===== src/rtl/mem_arb_pkg.sv =====
// Shared types for the memory-port arbiter: 16B memory messages and requester IDs.
package mem_arb_pkg;

  localparam int unsigned c_default_outstanding = 4;
  localparam int unsigned c_max_reqs            = 4;

  // Wide enough for the largest supported requester count.
  typedef logic [$clog2(c_max_reqs)-1:0] req_id_t;

  typedef struct packed {
    logic [2:0]   type_;
    logic [7:0]   opaque;
    logic [31:0]  addr;
    logic [3:0]   len;
    logic [127:0] data;
  } mem_req_16B_t;

  typedef struct packed {
    logic [2:0]   type_;
    logic [7:0]   opaque;
    logic [1:0]   test;
    logic [3:0]   len;
    logic [127:0] data;
  } mem_resp_16B_t;

endpackage


===== src/rtl/mem_arb_id_fifo.sv =====
// In-order FIFO of requester IDs for outstanding memory requests; push and pop may share a cycle.
module mem_arb_id_fifo
  import mem_arb_pkg::*;
#(
  parameter int unsigned p_depth = c_default_outstanding
) (
  input  logic                         clk,
  input  logic                         rst_n,
  input  logic                         push_i,
  input  req_id_t                      push_id_i,
  input  logic                         pop_i,
  output req_id_t                      head_id_o,
  output logic                         full_o,
  output logic                         empty_o,
  output logic [$clog2(p_depth):0]     count_o
);

  localparam int unsigned c_ptr_w = $clog2(p_depth);
  localparam int unsigned c_cnt_w = c_ptr_w + 1;

  req_id_t              mem_q [p_depth];
  logic [c_ptr_w-1:0]   head_q, head_d;
  logic [c_ptr_w-1:0]   tail_q, tail_d;
  logic [c_cnt_w-1:0]   count_q, count_d;

  assign head_id_o = mem_q[head_q];
  assign full_o    = (count_q == c_cnt_w'(p_depth));
  assign empty_o   = (count_q == '0);
  assign count_o   = count_q;

  // Next-state pointers and occupancy; depth is a power of two so pointers wrap naturally.
  always_comb begin
    head_d  = head_q;
    tail_d  = tail_q;
    count_d = count_q;
    if (push_i) begin
      tail_d = tail_q + c_ptr_w'(1);
    end else begin
      tail_d = tail_q;
    end
    if (pop_i) begin
      head_d = head_q + c_ptr_w'(1);
    end else begin
      head_d = head_q;
    end
    case ({push_i, pop_i})
      2'b10:   count_d = count_q + c_cnt_w'(1);
      2'b01:   count_d = count_q - c_cnt_w'(1);
      default: count_d = count_q;
    endcase
  end

  // State registers and ID storage.
  always_ff @(posedge clk or negedge rst_n) begin
    if (!rst_n) begin
      head_q  <= '0;
      tail_q  <= '0;
      count_q <= '0;
      for (int i = 0; i < int'(p_depth); i++) begin
        mem_q[i] <= '0;
      end
    end else begin
      head_q  <= head_d;
      tail_q  <= tail_d;
      count_q <= count_d;
      if (push_i) begin
        mem_q[tail_q] <= push_id_i;
      end
    end
  end

endmodule


===== src/rtl/mem_port_arbiter.sv =====
// Round-robin sharing of one 16B memory port among cache requesters; responses are
// steered back in order using the outstanding-ID FIFO.
module mem_port_arbiter
  import mem_arb_pkg::*;
#(
  parameter int unsigned p_num_reqs        = 2,
  parameter int unsigned p_max_outstanding = c_default_outstanding
) (
  input  logic                                   clk,
  input  logic                                   reset,
  input  mem_req_16B_t  [p_num_reqs-1:0]         req_msg,
  input  logic          [p_num_reqs-1:0]         req_val,
  output logic          [p_num_reqs-1:0]         req_rdy,
  output mem_resp_16B_t [p_num_reqs-1:0]         resp_msg,
  output logic          [p_num_reqs-1:0]         resp_val,
  input  logic          [p_num_reqs-1:0]         resp_rdy,
  output mem_req_16B_t                           memreq_msg,
  output logic                                   memreq_val,
  input  logic                                   memreq_rdy,
  input  mem_resp_16B_t                          memresp_msg,
  input  logic                                   memresp_val,
  output logic                                   memresp_rdy,
  output logic [$clog2(p_max_outstanding):0]     outstanding,
  output logic                                   err_unexpected_resp
);

  req_id_t ptr_q, ptr_d;
  req_id_t grant_s;
  req_id_t head_id_s;
  logic    found_s;
  logic    full_s, empty_s;
  logic    req_fire_s, resp_fire_s;
  logic    err_q, err_d;

  // Round-robin search from the priority pointer with wrap-around.
  always_comb begin
    grant_s = ptr_q;
    found_s = 1'b0;
    for (int k = 0; k < int'(p_num_reqs); k++) begin
      for (int i = 0; i < int'(p_num_reqs); i++) begin
        if (!found_s && req_val[i] && ((int'(ptr_q) + k) % int'(p_num_reqs) == i)) begin
          grant_s = req_id_t'(i);
          found_s = 1'b1;
        end else begin
          found_s = found_s;
        end
      end
    end
  end

  // Request mux and per-lane handshakes; every val/rdy is held low while in reset.
  always_comb begin
    memreq_msg  = req_msg[0];
    memreq_val  = reset && (|req_val) && !full_s;
    memresp_rdy = 1'b0;
    for (int i = 0; i < int'(p_num_reqs); i++) begin
      resp_msg[i] = memresp_msg;
      req_rdy[i]  = reset && (grant_s == req_id_t'(i)) && memreq_rdy && !full_s;
      resp_val[i] = reset && memresp_val && !empty_s && (head_id_s == req_id_t'(i));
      if (grant_s == req_id_t'(i)) begin
        memreq_msg = req_msg[i];
      end else begin
        memreq_msg = memreq_msg;
      end
      if (reset && !empty_s && (head_id_s == req_id_t'(i))) begin
        memresp_rdy = resp_rdy[i];
      end else begin
        memresp_rdy = memresp_rdy;
      end
    end
  end

  assign req_fire_s  = memreq_val && memreq_rdy;
  assign resp_fire_s = memresp_val && memresp_rdy;
  assign err_unexpected_resp = err_q;

  // Pointer advances past the winner only when a request actually fires.
  always_comb begin
    ptr_d = ptr_q;
    if (req_fire_s) begin
      if (int'(grant_s) + 1 >= int'(p_num_reqs)) begin
        ptr_d = '0;
      end else begin
        ptr_d = grant_s + req_id_t'(1);
      end
    end else begin
      ptr_d = ptr_q;
    end
    err_d = err_q | (memresp_val & empty_s);
  end

  // Priority pointer and sticky unexpected-response flag.
  always_ff @(posedge clk or negedge reset) begin
    if (!reset) begin
      ptr_q <= '0;
      err_q <= 1'b0;
    end else begin
      ptr_q <= ptr_d;
      err_q <= err_d;
    end
  end

  mem_arb_id_fifo #(
    .p_depth (p_max_outstanding)
  ) u_id_fifo (
    .clk       (clk),
    .rst_n     (reset),
    .push_i    (req_fire_s),
    .push_id_i (grant_s),
    .pop_i     (resp_fire_s),
    .head_id_o (head_id_s),
    .full_o    (full_s),
    .empty_o   (empty_s),
    .count_o   (outstanding)
  );

endmodule


===== config.mk =====
export PLATFORM = sky130hd
export DESIGN_NAME = mem_port_arbiter
export DESIGN_NICKNAME = d
export VERILOG_FILES = /design/src/rtl/mem_arb_pkg.sv /design/src/rtl/mem_arb_id_fifo.sv /design/src/rtl/mem_port_arbiter.sv
export SDC_FILE = /design/constraint.sdc
export NUM_CORES = 1
export LEC_CHECK = 0
export BUFFER_PORTS_ARGS = -buffer_cell sky130_fd_sc_hd__buf_2
export CAP_MARGIN = 10
export CORE_AREA = 2 2 380 382
export CTS_CLUSTER_DIAMETER = 100
export DETAILED_ROUTE_END_ITERATION = 16
export DIE_AREA = 0 0 382 384
export PLACE_DENSITY_LB_ADDON = 0.25
export SKIP_CTS_REPAIR_TIMING = 1
export SLEW_MARGIN = 20
export SYNTH_ARGS = -nofsm -noshare
export SYNTH_HDL_FRONTEND = slang
export SYNTH_HIERARCHICAL = 1
export SYNTH_SLANG_ARGS = --single-unit

===== constraint.sdc =====
create_clock -name clk -period 5.8 [get_ports clk]
set_input_delay 1.16 -clock clk [delete_from_list [all_inputs] [get_ports clk]]
set_output_delay 1.16 -clock clk [all_outputs]
set_load 0.01 [all_outputs]

# Word level (Yosys, flattened, before mapping)
# Cells that the tools add are included.
[op_classes]
add_sub_neg = 7
n_mul = 0
n_div = 0
order_cmp = 4
n_eq_ne = 6
n_shift = 0
mux = 18
bitwise = 5
n_reduce_logical = 37
[ops]
columns = ["cell", "n"]
rows = [
  ["175-bit two-way mux", 1],
  ["32-bit logical NOT", 2],
  ["1-bit logical AND", 25],
  ["2-bit two-way mux", 8],
  ["8-bit bitwise mux", 1],
  ["2-bit by 1-bit adder with 2-bit output (second input constant)", 3],
  ["2-bit by 1-bit equality test with 1-bit output (second input constant)", 3],
  ["3-bit greater-or-equal comparator (second input constant)", 2],
  ["2-bit NOT with 3-bit output", 2],
  ["3-bit one-hot mux with 2 select lines", 1],
  ["1-bit logical NOT", 5],
  ["1-bit two-way mux", 5],
  ["2-bit binary-select mux with 2-bit select", 1],
  ["2-bit demux with 2-bit select", 1],
  ["2-bit equality test (second input constant)", 2],
  ["2-bit logical NOT", 2],
  ["2-bit by 1-bit adder with 3-bit output (second input constant)", 1],
  ["3-bit by 1-bit adder with 3-bit output (second input constant)", 1],
  ["3-bit equality test (second input constant)", 1],
  ["3-bit by 2-bit greater-or-equal comparator with 1-bit output (second input constant)", 1],
  ["3-bit logical NOT", 1],
  ["3-bit by 1-bit less-than comparator with 1-bit output (second input constant)", 1],
  ["3-bit by 1-bit subtractor with 3-bit output (second input constant)", 1],
  ["2-bit nonzero test", 1],
  ["other kinds (5)", 5],
]
[totals]
ff_bits = 18
latch_bits = 0
ramBits = 0
romBits = 0
input_bits = 503
mem_count = 0

# Longest topological paths before layout
# Gate-level depths: netlist (run 1).
[logic_depth]
ltp_word = 19
mapped_depth = 11
ltp_nobuf = 10

# Hierarchy
# The synthesis (run 1) kept the hierarchy.
[modules_own_cells]
columns = ["mod", "n_inst", "cells_per_inst", "area_per_inst_um2", "seq_area_each_um2"]
rows = [
  ["mem_port_arbiter", 1, 513, 5149.9, 75.1],
  ["mem_arb_id_fifo", 1, 55, 733.2, 375.4],
]

# Worst setup path before layout (run 1)
# No wires, ideal clock.
[synth_path]
kind = "input to output"
startpoint = "in req_val[1]"
endpoint = "out memreq_msg[100] in the netlist's numbering"
arrival_ns = 2.334
t_required_ns = 4.640
setup_slack_ns = 2.306
cell_stages = 8
path_buffers = 3
path_cell_list = "nand2_1 > nand2_1 > o21a_1 > ha_1 > buf_6 > buf_6 > buf_6 > mux2_4"
[synth_lines]
columns = ["item", "line", "text"]
rows = [
  ["from (decl)", "mem_port_arbiter.sv:12", "input logic [p_num_reqs-1:0] req_val,"],
  ["to (decl)", "mem_port_arbiter.sv:17", "output mem_req_16B_t memreq_msg,"],
]

==> impl_metrics.json, run 1 <==
{
  "post-route-min-period_ns": 4.41,
  "rsz0062_at_grt": "no",
  "synth_seq_cells": 18,
  "peakVddDrop_mv": 0.142,
  "finalWorstSetupSlack_ns": 1.39,
  "power.share.clock_pct": 7.5,
  "seq_area_frac_synth_pct": 7.66,
  "min_path_type": "register to register",
  "critPathCaptureType": "output pin",
  "synth_area_per_cell_um2": 10.4,
  "synth-simple-area-share_pct": 2.32,
  "top_usage_layer": "met1",
  "design.core.area_um2": 143000,
  "critPathSlowestCell": "ha_4",
  "synth_compound_area_share_pct": 0.425,
  "row_count": 139,
  "worst-setup-path-type": "primary input to output pin",
  "yosysWarnings": 6,
  "holdWs_ns": 0.458,
  "vias": 5112,
  "numCtsBuffers": 3,
  "p_leak_nw": 3.99,
  "net-switching-power_mw": 0.873,
  "powerDensity_nw_per_um2": 233,
  "synth_xor_xnor_area_share_pct": 0.893,
  "yosysTopAreaCellShare_pct": 37.0,
  "synth_fa_ha_area_share_pct": 2.04,
  "overflow": 0,
  "slew_viol_final": 0,
  "period_share_pct": 76.0,
  "cts_buffer_depth": 2,
  "worstPathArrival_ns": 3.25,
  "gp_congestion": 0.759,
  "dp_hpwl_mm": 37.9,
  "cp_data_required_time_ns": 4.64,
  "start_util_pct": 4.12,
  "synthMuxAreaShare_pct": 45.6,
  "grt.met2_usage_pct": 6.78,
  "grt_usage_pct": 5.09,
  "worstSkewPairLatency_ns": 0.25,
  "grt_pass1_vias": 4982,
  "drtPass1Iterations": 4,
  "cp_max_fo": 39,
  "cts_max_level": 1,
  "layout_common_cells": "542 x buf_2, 140 x mux2_4, 44 x mux2_2",
  "num-nets-final": 1327,
  "vias_per_cell": 1.87,
  "wl_per_cell_um": 15.0,
  "p_comb_share_pct": 81.2,
  "drt_iter0_drc": 176,
  "tightest_slew_ns": 0.772,
  "setup_tns_ns": 0,
  "final_common_cell": "buf_2",
  "max_slew_margin_pct": 48.6,
  "synth_area_leaders": "buf_4 37%, mux2_4 36%, mux2_2 8.4%",
  "status": "finished clean",
  "pre_cts_ws_ns": 1.30,
  "cts_sinks": 18,
  "clk_root_buffer_cell": "clkbuf_16",
  "cts_tree": "built",
  "swShare_pct": 42.3,
  "met3_usage_pct": 3.46,
  "drtAntennaViolNets": 0,
  "use_met1_pct": 6.86,
  "fin_skew_ns": 0.00234,
  "internal_power_mw": 1.19,
  "io_buffers": 542,
  "rrSetupSlack_ns": 2.87,
  "drcViolationCount": 0,
  "synth_cell_type_count": 26,
  "drive_gt1_share_pct": 91.4,
  "crit_chain": "buf_2 > nand2_1 > nand2_1 > o21a_1 > ha_4 > buf_12 > mux2_4 > buf_2",
  "antenna_found_initial": 49,
  "syn_area_um2": 5880,
  "finalHoldViolCount": 0,
  "slowest_delay_ns": 0.59,
  "grt_first_pass_wirelength_mm": 49.5,
  "final_util_pct": 6.19,
  "maxClockFrequency_mhz": 227,
  "finalWirelength_mm": 41.1,
  "synthCells": 568,
  "synthToLayoutAreaGrowth_pct": 50.2,
  "ioPinCount": 978,
  "pwr-share-seq_pct": 11.3,
  "cpLargestDelayFamily": "buffers and inverters",
  "drv_cap": 0,
  "worst-path-buf-inv": 3,
  "yosysTopAreaCell": "buf_4",
  "synth_top_family_by_area": "multiplexers",
  "cp-start-kind": "primary input",
  "grt_max_degree": 40,
  "die_y_um": 384,
  "fp.dieW_um": 382,
  "setup_violations": 0,
  "die-area_um2": 147000,
  "clk_pin_slew_ns": 0.05,
  "synth_nets": 1080
}
-- final timing paths --
path                                            startpoint                          endpoint  cells past startpoint
setup / recovery                                req_val[1]                    memreq_msg[15]                      8
hold / removal               err_unexpected_resp$_DFF_PN0_     err_unexpected_resp$_DFF_PN0_                      1
setup reg to reg           u_id_fifo/head_q[0]$_DFFE_PN0P_  u_id_fifo/count_o[2]$_DFFE_PN0P_                      9
hold reg to reg              err_unexpected_resp$_DFF_PN0_     err_unexpected_resp$_DFF_PN0_                      1
max in group asynchronous                            reset   u_id_fifo/tail_q[0]$_DFFE_PN0P_                      1
min in group asynchronous                            reset  u_id_fifo/count_o[0]$_DFFE_PN0P_                      1
-- state kept, by name, summed over array words and instances (netlist names) --
register             cells
u_id_fifo/tail_q         2
u_id_fifo/mem_q          8
err_unexpected_resp      1
u_id_fifo/head_q         2
u_id_fifo/count_o        3
ptr_q                    2
-- cells in the mapped netlist --
master	n
mux4_1	2
nor3b_1	2
buf_2	4
xor2_1	4
mux2_2	44
nor2_1	1
mux2_4	140
buf_4	290
dfrtp_1	18
nand3b_1	1
xnor2_1	2
buf_6	17
o21a_1	1
fa_1	1
inv_1	8
mux2i_1	3
a21o_1	1
and3_1	1
nor3_1	3
nor2_2	1
and4b_1	2
o21ai_0	2
ha_1	8
nand2_1	10
nor4b_1	1
and4bb_4	1
-- per-stage QoR --
stage | power [mW] | instances | instance area [µm²]
after global placement | 1.95 | 2713 | 8710
after CTS | 2.10 | 2717 | 8800
after global routing | 2.20 | 2733 | 8840
final | 2.06 | 2733 | 8840
after floorplan | 1.55 | 568 | 5880
after detailed placement | 1.93 | 2713 | 8710
-- metal layers --
layer	wire, µm	share of wire, %
met1	17700	43
met2	15600	38
met3	6920	17
met5	496	1.2
met4	362	0.88
-- power groups by stage --
stage | clock network (mW) | registers, mW | logic [mW]
after floorplan | 0 | 0.228 | 1.32
after global placement | 0 | 0.238 | 1.71
after detailed placement | 0 | 0.237 | 1.70
after CTS | 0.159 | 0.235 | 1.71
after global routing | 0.163 | 0.242 | 1.80
final | 0.155 | 0.233 | 1.68
-- cells by family after synthesis --
group | count (synthesis)
buf+inv | 319
mux | 189
simple gates | 23
flops | 18
fa+ha+maj | 9
xor+xnor | 6
compound gates | 4
-- cell type report --
| type | instances | area, µm² |
|---|---|---|
| tap | 1903 | 2380 |
| sequential | 18 | 450 |
| antenna | 16 | 40.0 |
| fill | 16800 | 134000 |
| timing repair buffer | 553 | 2820 |
| clock buffer | 4 | 88.8 |
| multi-input combinational | 231 | 3030 |
| inverter | 8 | 30.0 |
No activity file was read; power rests on OpenSTA's default activity.
==> run 2: changes to the inputs <==
--- a/config.mk
+++ b/config.mk
@@ -5,12 +5,13 @@
 export SDC_FILE = /design/constraint.sdc
 export NUM_CORES = 1
 export LEC_CHECK = 0
+export ABC_AREA = 1
 export BUFFER_PORTS_ARGS = -buffer_cell sky130_fd_sc_hd__buf_2
 export CAP_MARGIN = 10
-export CORE_AREA = 2 2 380 382
+export CORE_AREA = 2 2 378 380
 export CTS_CLUSTER_DIAMETER = 100
 export DETAILED_ROUTE_END_ITERATION = 16
-export DIE_AREA = 0 0 382 384
+export DIE_AREA = 0 0 380 382
 export PLACE_DENSITY_LB_ADDON = 0.25
 export SKIP_CTS_REPAIR_TIMING = 1
 export SLEW_MARGIN = 20
==> constraint.sdc (replaced) <==
create_clock -name clk -period 4.47 [get_ports clk]
set_input_delay 0.894 -clock clk [delete_from_list [all_inputs] [get_ports clk]]
set_output_delay 0.894 -clock clk [all_outputs]
set_load 0.01 [all_outputs]
==> run 2 against run 1 <==
Against the previous run: setup slack worse by 0.78 ns; first-iteration DRC count rose by 75%; area after synthesis decreased by 5.3%; sequential share of layout area increased by 0.26 points; synthesized cell count increased by 74%; global-route usage is 2.7 points higher; largest cell class is now buffers.
==> impl_metrics.json, run 2 <==
{
  "use_met1_pct": 7.16,
  "post-route-min-period_ns": 3.86,
  "slew_viol_final": 0,
  "critPathCaptureType": "output pin",
  "worstSkewPairLatency_ns": 0.25,
  "r2r-start": "u_id_fifo/head_q[0]$_DFFE_PN0P_",
  "synth_compound_area_share_pct": 2.11,
  "numCtsBuffers": 3,
  "cts_buffer_depth": 2,
  "cp-startpoint": "req_val[1]",
  "grt_usage_pct": 7.79,
  "grt_pass1_vias": 6843,
  "dp_hpwl_mm": 55.8,
  "worstPathArrival_ns": 2.97,
  "pre_cts_ws_ns": 0.611,
  "period_share_pct": 86.4,
  "synth_nets": 1500,
  "maxClockFrequency_mhz": 259,
  "yosysTopAreaCell": "buf_4",
  "ioPinCount": 978,
  "grt_max_degree": 116,
  "synth_area_leaders": "buf_4 40%, nand2_1 38%, dfrtp_1 8.1%",
  "fin_skew_ns": 0.00208,
  "finalWirelength_mm": 59.8,
  "swShare_pct": 57.1,
  "vias": 6895,
  "gp_congestion": 0.888,
  "num-fill-cells": 17000,
  "drive_gt1_share_pct": 46.7,
  "max_slew_margin_pct": 46.1,
  "fp.dieW_um": 380,
  "yosysTopAreaCellShare_pct": 40.3,
  "cp-start-kind": "primary input",
  "synthMuxAreaShare_pct": 0,
  "powerDensity_nw_per_um2": 306,
  "drtAntennaViolNets": 0,
  "p_comb_share_pct": 81.5,
  "top_usage_layer": "met2",
  "cts_max_level": 1,
  "die_y_um": 382,
  "grt.met2_usage_pct": 12.8,
  "drcViolationCount": 0,
  "io_buffers": 542,
  "largest_reg_flops": 8,
  "power.share.clock_pct": 7.1,
  "synth_fa_ha_area_share_pct": 2.16,
  "yosys-top-cells-count": "559 x nand2_1, 299 x buf_4, 27 x inv_1",
  "tightest_slew_ns": 0.808,
  "slowest_delay_ns": 0.36,
  "setup_tns_ns": 0,
  "peakVddDrop_mv": 0.198,
  "worstHoldPathCells": 1,
  "status": "finished clean",
  "finalWorstSetupSlack_ns": 0.609,
  "cp_data_required_time_ns": 3.58,
  "syn_area_um2": 5570,
  "internal_power_mw": 1.10,
  "top_register": "u_id_fifo/mem_q",
  "synth_area_per_cell_um2": 5.64,
  "synth_edf_count": 0,
  "rsz0062_at_grt": "no",
  "p_leak_nw": 4.44,
  "reg2regPathDepth": 12,
  "critPathSlowestCell": "o21ai_0",
  "seq_area_frac_synth_pct": 8.09,
  "multi_input_area_um2": 2510,
  "antenna_found_initial": 59,
  "layout_common_cells": "559 x nand2_1, 542 x buf_2, 27 x inv_1",
  "design.core.area_um2": 141000,
  "clk_root_buffer_cell": "clkbuf_16",
  "grt_first_pass_wirelength_mm": 73.5,
  "synth-simple-area-share_pct": 39.9,
  "clk_pin_slew_ns": 0.06,
  "met3_usage_pct": 7.02,
  "net-switching-power_mw": 1.47,
  "min_path_type": "register to register",
  "setup_violations": 0,
  "synthCells": 988,
  "row_count": 138,
  "synthToLayoutAreaGrowth_pct": 51.0,
  "die-area_um2": 145000,
  "drtPass1Iterations": 4,
  "final_common_cell": "nand2_1",
  "crit_chain": "buf_2 > o21ai_0 > inv_1 > ha_4 > inv_8 > buf_4 > nand2_1 > nand2_1 > buf_2",
  "synth_cell_type_count": 22,
  "cp_max_fo": 52,
  "pwr-share-seq_pct": 11.4,
  "worst-setup-path-type": "primary input to output pin",
  "start_util_pct": 3.95,
  "drv_cap": 0,
  "cts_sinks": 18,
  "seq_area_um2": 450,
  "vias_per_cell": 2.21,
  "wl_per_cell_um": 19.1,
  "drt_iter0_drc": 308,
  "worstHoldStart": "err_unexpected_resp$_DFF_PN0_",
  "ys.flop_type": "dfrtp_1",
  "finalHoldViolCount": 0,
  "synth_seq_cells": 18,
  "synth_top_family_by_area": "buffers and inverters",
  "cts_tree": "built",
  "num-nets-final": 1728,
  "yosysWarnings": 6,
  "async_flop_share_pct": 100,
  "synth_xor_xnor_area_share_pct": 0.629,
  "yosysMostFrequentCell": "nand2_1",
  "overflow": 0
}
run 2: changes by cell type in the layout (fill, tap and decap cells not counted), sizes merged, moves of 3 or more:
cell	before	now
diode	16	20
inv	8	28
mux2	184	0
mux2i	3	0
nand2	10	563
nand3	0	6
nor2	2	6
o211ai	0	4
o21ai	2	11
run 2: cell type report:
| cell class | count | area share (%) |
|---|---|---|
| Tap cell | 1890 | 28.1 |
| Antenna cell | 20 | 0.595 |
| Sequential cell | 18 | 5.35 |
| Clock buffer | 3 | 0.892 |
| Timing Repair Buffer | 554 | 33.9 |
| Multi-Input combinational cell | 611 | 29.8 |
| Inverter | 28 | 1.34 |
run 2: metal layers:
metal	part of all wire, %	up-vias
met5	0.12	-
met4	3.1	8
met3	20	112
met2	45	798
met1	32	2851
li1	-	3126
run 2: per-stage QoR:
step           total power [mW]  hold WS (ns)  util, %  area (µm²)  cells
5_1_grt                    2.85         0.496     5.94        8370   3107
2_1_floorplan              1.75         0.442        -        5570    988
3_5_place_dp               2.43         0.457     5.88        8290   3101
3_3_place_gp               2.45         0.444     5.88        8290   3101
4_1_cts                    2.63         0.479     5.94        8360   3104
6_report                   2.57         0.470     5.97        8410   3124
run 2: cells by family (layout without fill, tap and decap cells):
logic type	count (synthesis)	in the layout
AOI/OAI and AO/OA	18	18
xor gates and xnor gates	4	4
buffers and inverters	359	585
other	0	20
adders and majority gates	9	9
DFF	18	18
and+or+nand+nor	580	580
run 2: power groups by stage:
stage | Sequential, mW | Clock, mW | Combinational, mW
global route | 0.307 | 0.198 | 2.34
global placement | 0.299 | 0 | 2.15
finish | 0.293 | 0.183 | 2.10
floorplan | 0.276 | 0 | 1.47
detailed placement | 0.298 | 0 | 2.14
CTS | 0.295 | 0.189 | 2.15
run 2: worst paths after layout:
check	to	slack (ns)
max in group asynchronous	u_id_fifo/head_q[1]$_DFFE_PN0P_	3.47
worst min register to register	err_unexpected_resp$_DFF_PN0_	0.47
worst max register to register	u_id_fifo/count_o[2]$_DFFE_PN0P_	1.97
min in group asynchronous	err_unexpected_resp$_DFF_PN0_	0.62
worst max-delay path	memreq_msg[158]	0.61
worst min-delay path	err_unexpected_resp$_DFF_PN0_	0.47
run 2: critical path: cells and delay by family:
family	cells	cell delay, ns
buffers and inverters	5	1.13
AO/OA/AOI/OAI	1	0.36
adder cells (fa/ha/maj)	1	0.23
AND/OR/NAND/NOR	2	0.31
==> run 3: changes to the inputs <==
--- a/config.mk
+++ b/config.mk
@@ -8,14 +8,13 @@
 export ABC_AREA = 1
 export BUFFER_PORTS_ARGS = -buffer_cell sky130_fd_sc_hd__buf_2
 export CAP_MARGIN = 10
-export CORE_AREA = 2 2 378 380
+export CORE_AREA = 2 2 385 387
 export CTS_CLUSTER_DIAMETER = 100
 export DETAILED_ROUTE_END_ITERATION = 16
-export DIE_AREA = 0 0 380 382
+export DIE_AREA = 0 0 387 389
 export PLACE_DENSITY_LB_ADDON = 0.25
 export SKIP_CTS_REPAIR_TIMING = 1
 export SLEW_MARGIN = 20
 export SYNTH_ARGS = -nofsm -noshare
 export SYNTH_HDL_FRONTEND = slang
-export SYNTH_HIERARCHICAL = 1
 export SYNTH_SLANG_ARGS = --single-unit
==> run 3 against run 2 <==
Against the previous run: clock power is 3% lower; cell count increased by 1.2%; sequential power rose by 5%.
==> impl_metrics.json, run 3 <==
{
  "status": "finished clean",
  "wl_per_cell_um": 19.8,
  "worstSkewPairLatency_ns": 0.24,
  "yosysTopAreaCell": "buf_4",
  "async_flop_share_pct": 100,
  "crit_top_cell": "nand2_1",
  "clk_pin_slew_ns": 0.05,
  "grt_pass1_vias": 6980,
  "pre_cts_ws_ns": 0.690,
  "num-nets-final": 1737,
  "placed_cell_area_um2": 8330,
  "overflow": 0,
  "crit_path_end": "memreq_msg[61]",
  "tightest_slew_ns": 0.617,
  "row_count": 141,
  "synth_area_per_cell_um2": 5.44,
  "powerDensity_nw_per_um2": 323,
  "drtAntennaViolNets": 0,
  "layout_common_cells": "569 x nand2_1, 542 x buf_2, 23 x inv_1",
  "die-area_um2": 151000,
  "drt_iter0_drc": 306,
  "peakVddDrop_mv": 0.162,
  "cts_sinks": 18,
  "fp.dieW_um": 387,
  "rsz0062_at_grt": "no",
  "syn_area_um2": 5460,
  "seq_area_frac_synth_pct": 8.25,
  "start_util_pct": 3.72,
  "synth_area_leaders": "buf_4 40%, nand2_1 39%, dfrtp_1 8.2%",
  "io_buffers": 542,
  "cp-start-kind": "primary input",
  "r2r_end": "u_id_fifo.count_o[2]$_DFFE_PN0P_",
  "clk_root_buffer_cell": "clkbuf_16",
  "dp_hpwl_mm": 58.8,
  "die_y_um": 389,
  "critPathCaptureType": "output pin",
  "ys.flop_type": "dfrtp_1",
  "drcViolationCount": 0,
  "r2r-start": "u_id_fifo.head_q[0]$_DFFE_PN0P_",
  "fin_skew_ns": 0.00246,
  "cp-startpoint": "req_val[1]",
  "max_slew_margin_pct": 58.9,
  "holdWs_ns": 0.483,
  "worstHoldPathCells": 1,
  "vias": 7059,
  "cts_max_level": 1,
  "cp_max_fo": 52,
  "cp_data_required_time_ns": 3.58,
  "gp_congestion": 0.838,
  "yosysWarnings": 0,
  "finalWirelength_mm": 62.7,
  "worstHoldStart": "err_unexpected_resp$_DFF_PN0_",
  "synthCells": 1003,
  "grt_first_pass_wirelength_mm": 77.6,
  "finalHoldViolCount": 0,
  "yosysMostFrequentCell": "nand2_1",
  "drtPass1Iterations": 4,
  "synth_cell_type_count": 27,
  "finalWorstSetupSlack_ns": 0.794,
  "worst-path-buf-inv": 3,
  "cts_buffer_depth": 2,
  "top_register": "u_id_fifo.mem_q",
  "place_inst": 3150,
  "design.core.area_um2": 147000,
  "crit_chain": "buf_2 > nand2_1 > nand2_1 > o21a_1 > ha_4 > buf_4 > nand2_1 > nand2_1 > buf_2",
  "yosysTopAreaCellShare_pct": 39.9,
  "setup_violations": 0,
  "drv_cap": 0,
  "cts_tree": "built",
  "numCtsBuffers": 3,
  "design_area_um2": 8430,
  "synth_nets": 1515,
  "vias_per_cell": 2.23,
  "worst-setup-path-type": "primary input to output pin",
  "slew_viol_final": 0,
  "worstPathArrival_ns": 2.78,
  "synthToLayoutAreaGrowth_pct": 54.4,
  "grt_max_degree": 82,
  "yosys-top-cells-count": "569 x nand2_1, 290 x buf_4, 24 x inv_1",
  "synth_edf_count": 0,
  "post-route-min-period_ns": 3.68,
  "power_mw": 2.72,
  "largest_reg_flops": 8,
  "cp.depth": 9,
  "min_path_type": "register to register",
  "fin_cells": 3161,
  "cpLargestDelayFamily": "buffers and inverters",
  "antenna_found_initial": 65,
  "critPathSlowestCell": "buf_4",
  "slowest_delay_ns": 0.49,
  "final_common_cell": "nand2_1",
  "reg2regPathDepth": 14,
  "synth_seq_cells": 18,
  "final_util_pct": 5.75,
  "period_share_pct": 82.2,
  "maxClockFrequency_mhz": 272,
  "ioPinCount": 978,
  "setup_tns_ns": 0,
  "drive_gt1_share_pct": 46.0,
  "rrSetupSlack_ns": 1.99,
  "p_leak_nw": 4.41,
  "grt_usage_pct": 7.90
}
-- run 3: changes by cell type after synthesis, moves of 3 or more --
| cell | previous run | this run |
|---|---|---|
| nor2_1 | 6 | 16 |
| nand2_4 | 4 | 0 |
| nor3_1 | 4 | 0 |
| inv_1 | 27 | 24 |
| clkbuf_1 | 0 | 17 |
| o211ai_1 | 4 | 0 |
| buf_6 | 18 | 2 |
| buf_4 | 299 | 290 |
| o21ai_2 | 4 | 0 |
| nand2_1 | 559 | 569 |
| nand3_1 | 6 | 9 |
| buf_2 | 14 | 21 |
-- run 3: how the worst min path moves through the flow --
stage / end / slack (ns)
5_1_grt: err_unexpected_resp$_DFF_PN0_ / 0.52
3_5_place_dp: err_unexpected_resp$_DFF_PN0_ / 0.47
6_report: err_unexpected_resp$_DFF_PN0_ / 0.48
3_3_place_gp: err_unexpected_resp$_DFF_PN0_ / 0.45
4_1_cts: err_unexpected_resp$_DFF_PN0_ / 0.49
2_1_floorplan: u_id_fifo.mem_q[4]$_DFFE_PN0P_ / 0.45
-- run 3: final cells by class --
class | count | area, µm²
fill | 17600 | 138000
timing repair buffer | 549 | 2820
multi-input combinational | 627 | 2550
tap | 1930 | 2410
sequential | 18 | 450
inverter | 26 | 105
clock buffer | 3 | 75.1
antenna | 8 | 20.0
-- run 3: routing by layer --
| layer | track usage (%) | vias to the layer above | part of all wire, % |
|---|---|---|---|
| met5 | 0.383 | - | 0.089 |
| met4 | 0.827 | 6 | 1.6 |
| met3 | 7.37 | 112 | 22 |
| met2 | 12.7 | 819 | 44 |
| met1 | 7.59 | 2983 | 32 |
| li1 | - | 3139 | - |
-- run 3: cells by family (layout without fill, tap and decap cells) --
group / after synthesis / after routing / share of synthesized area (%)
and+or+nand+nor: 603 / 603 / 42.5
buffers and inverters: 358 / 578 / 45.3
DFF: 18 / 18 / 8.25
AOI/OAI and AO/OA: 11 / 11 / 1.12
adders and majority gates: 9 / 9 / 2.20
xor gates and xnor gates: 4 / 4 / 0.642
other: 0 / 8 / 0
-- run 3: report_power, final --
group / switching, mW / internal (mW)
Combinational: 1.46 / 0.771
Sequential: 0.0691 / 0.240
Clock: 0.0598 / 0.118
Total: 1.59 / 1.13
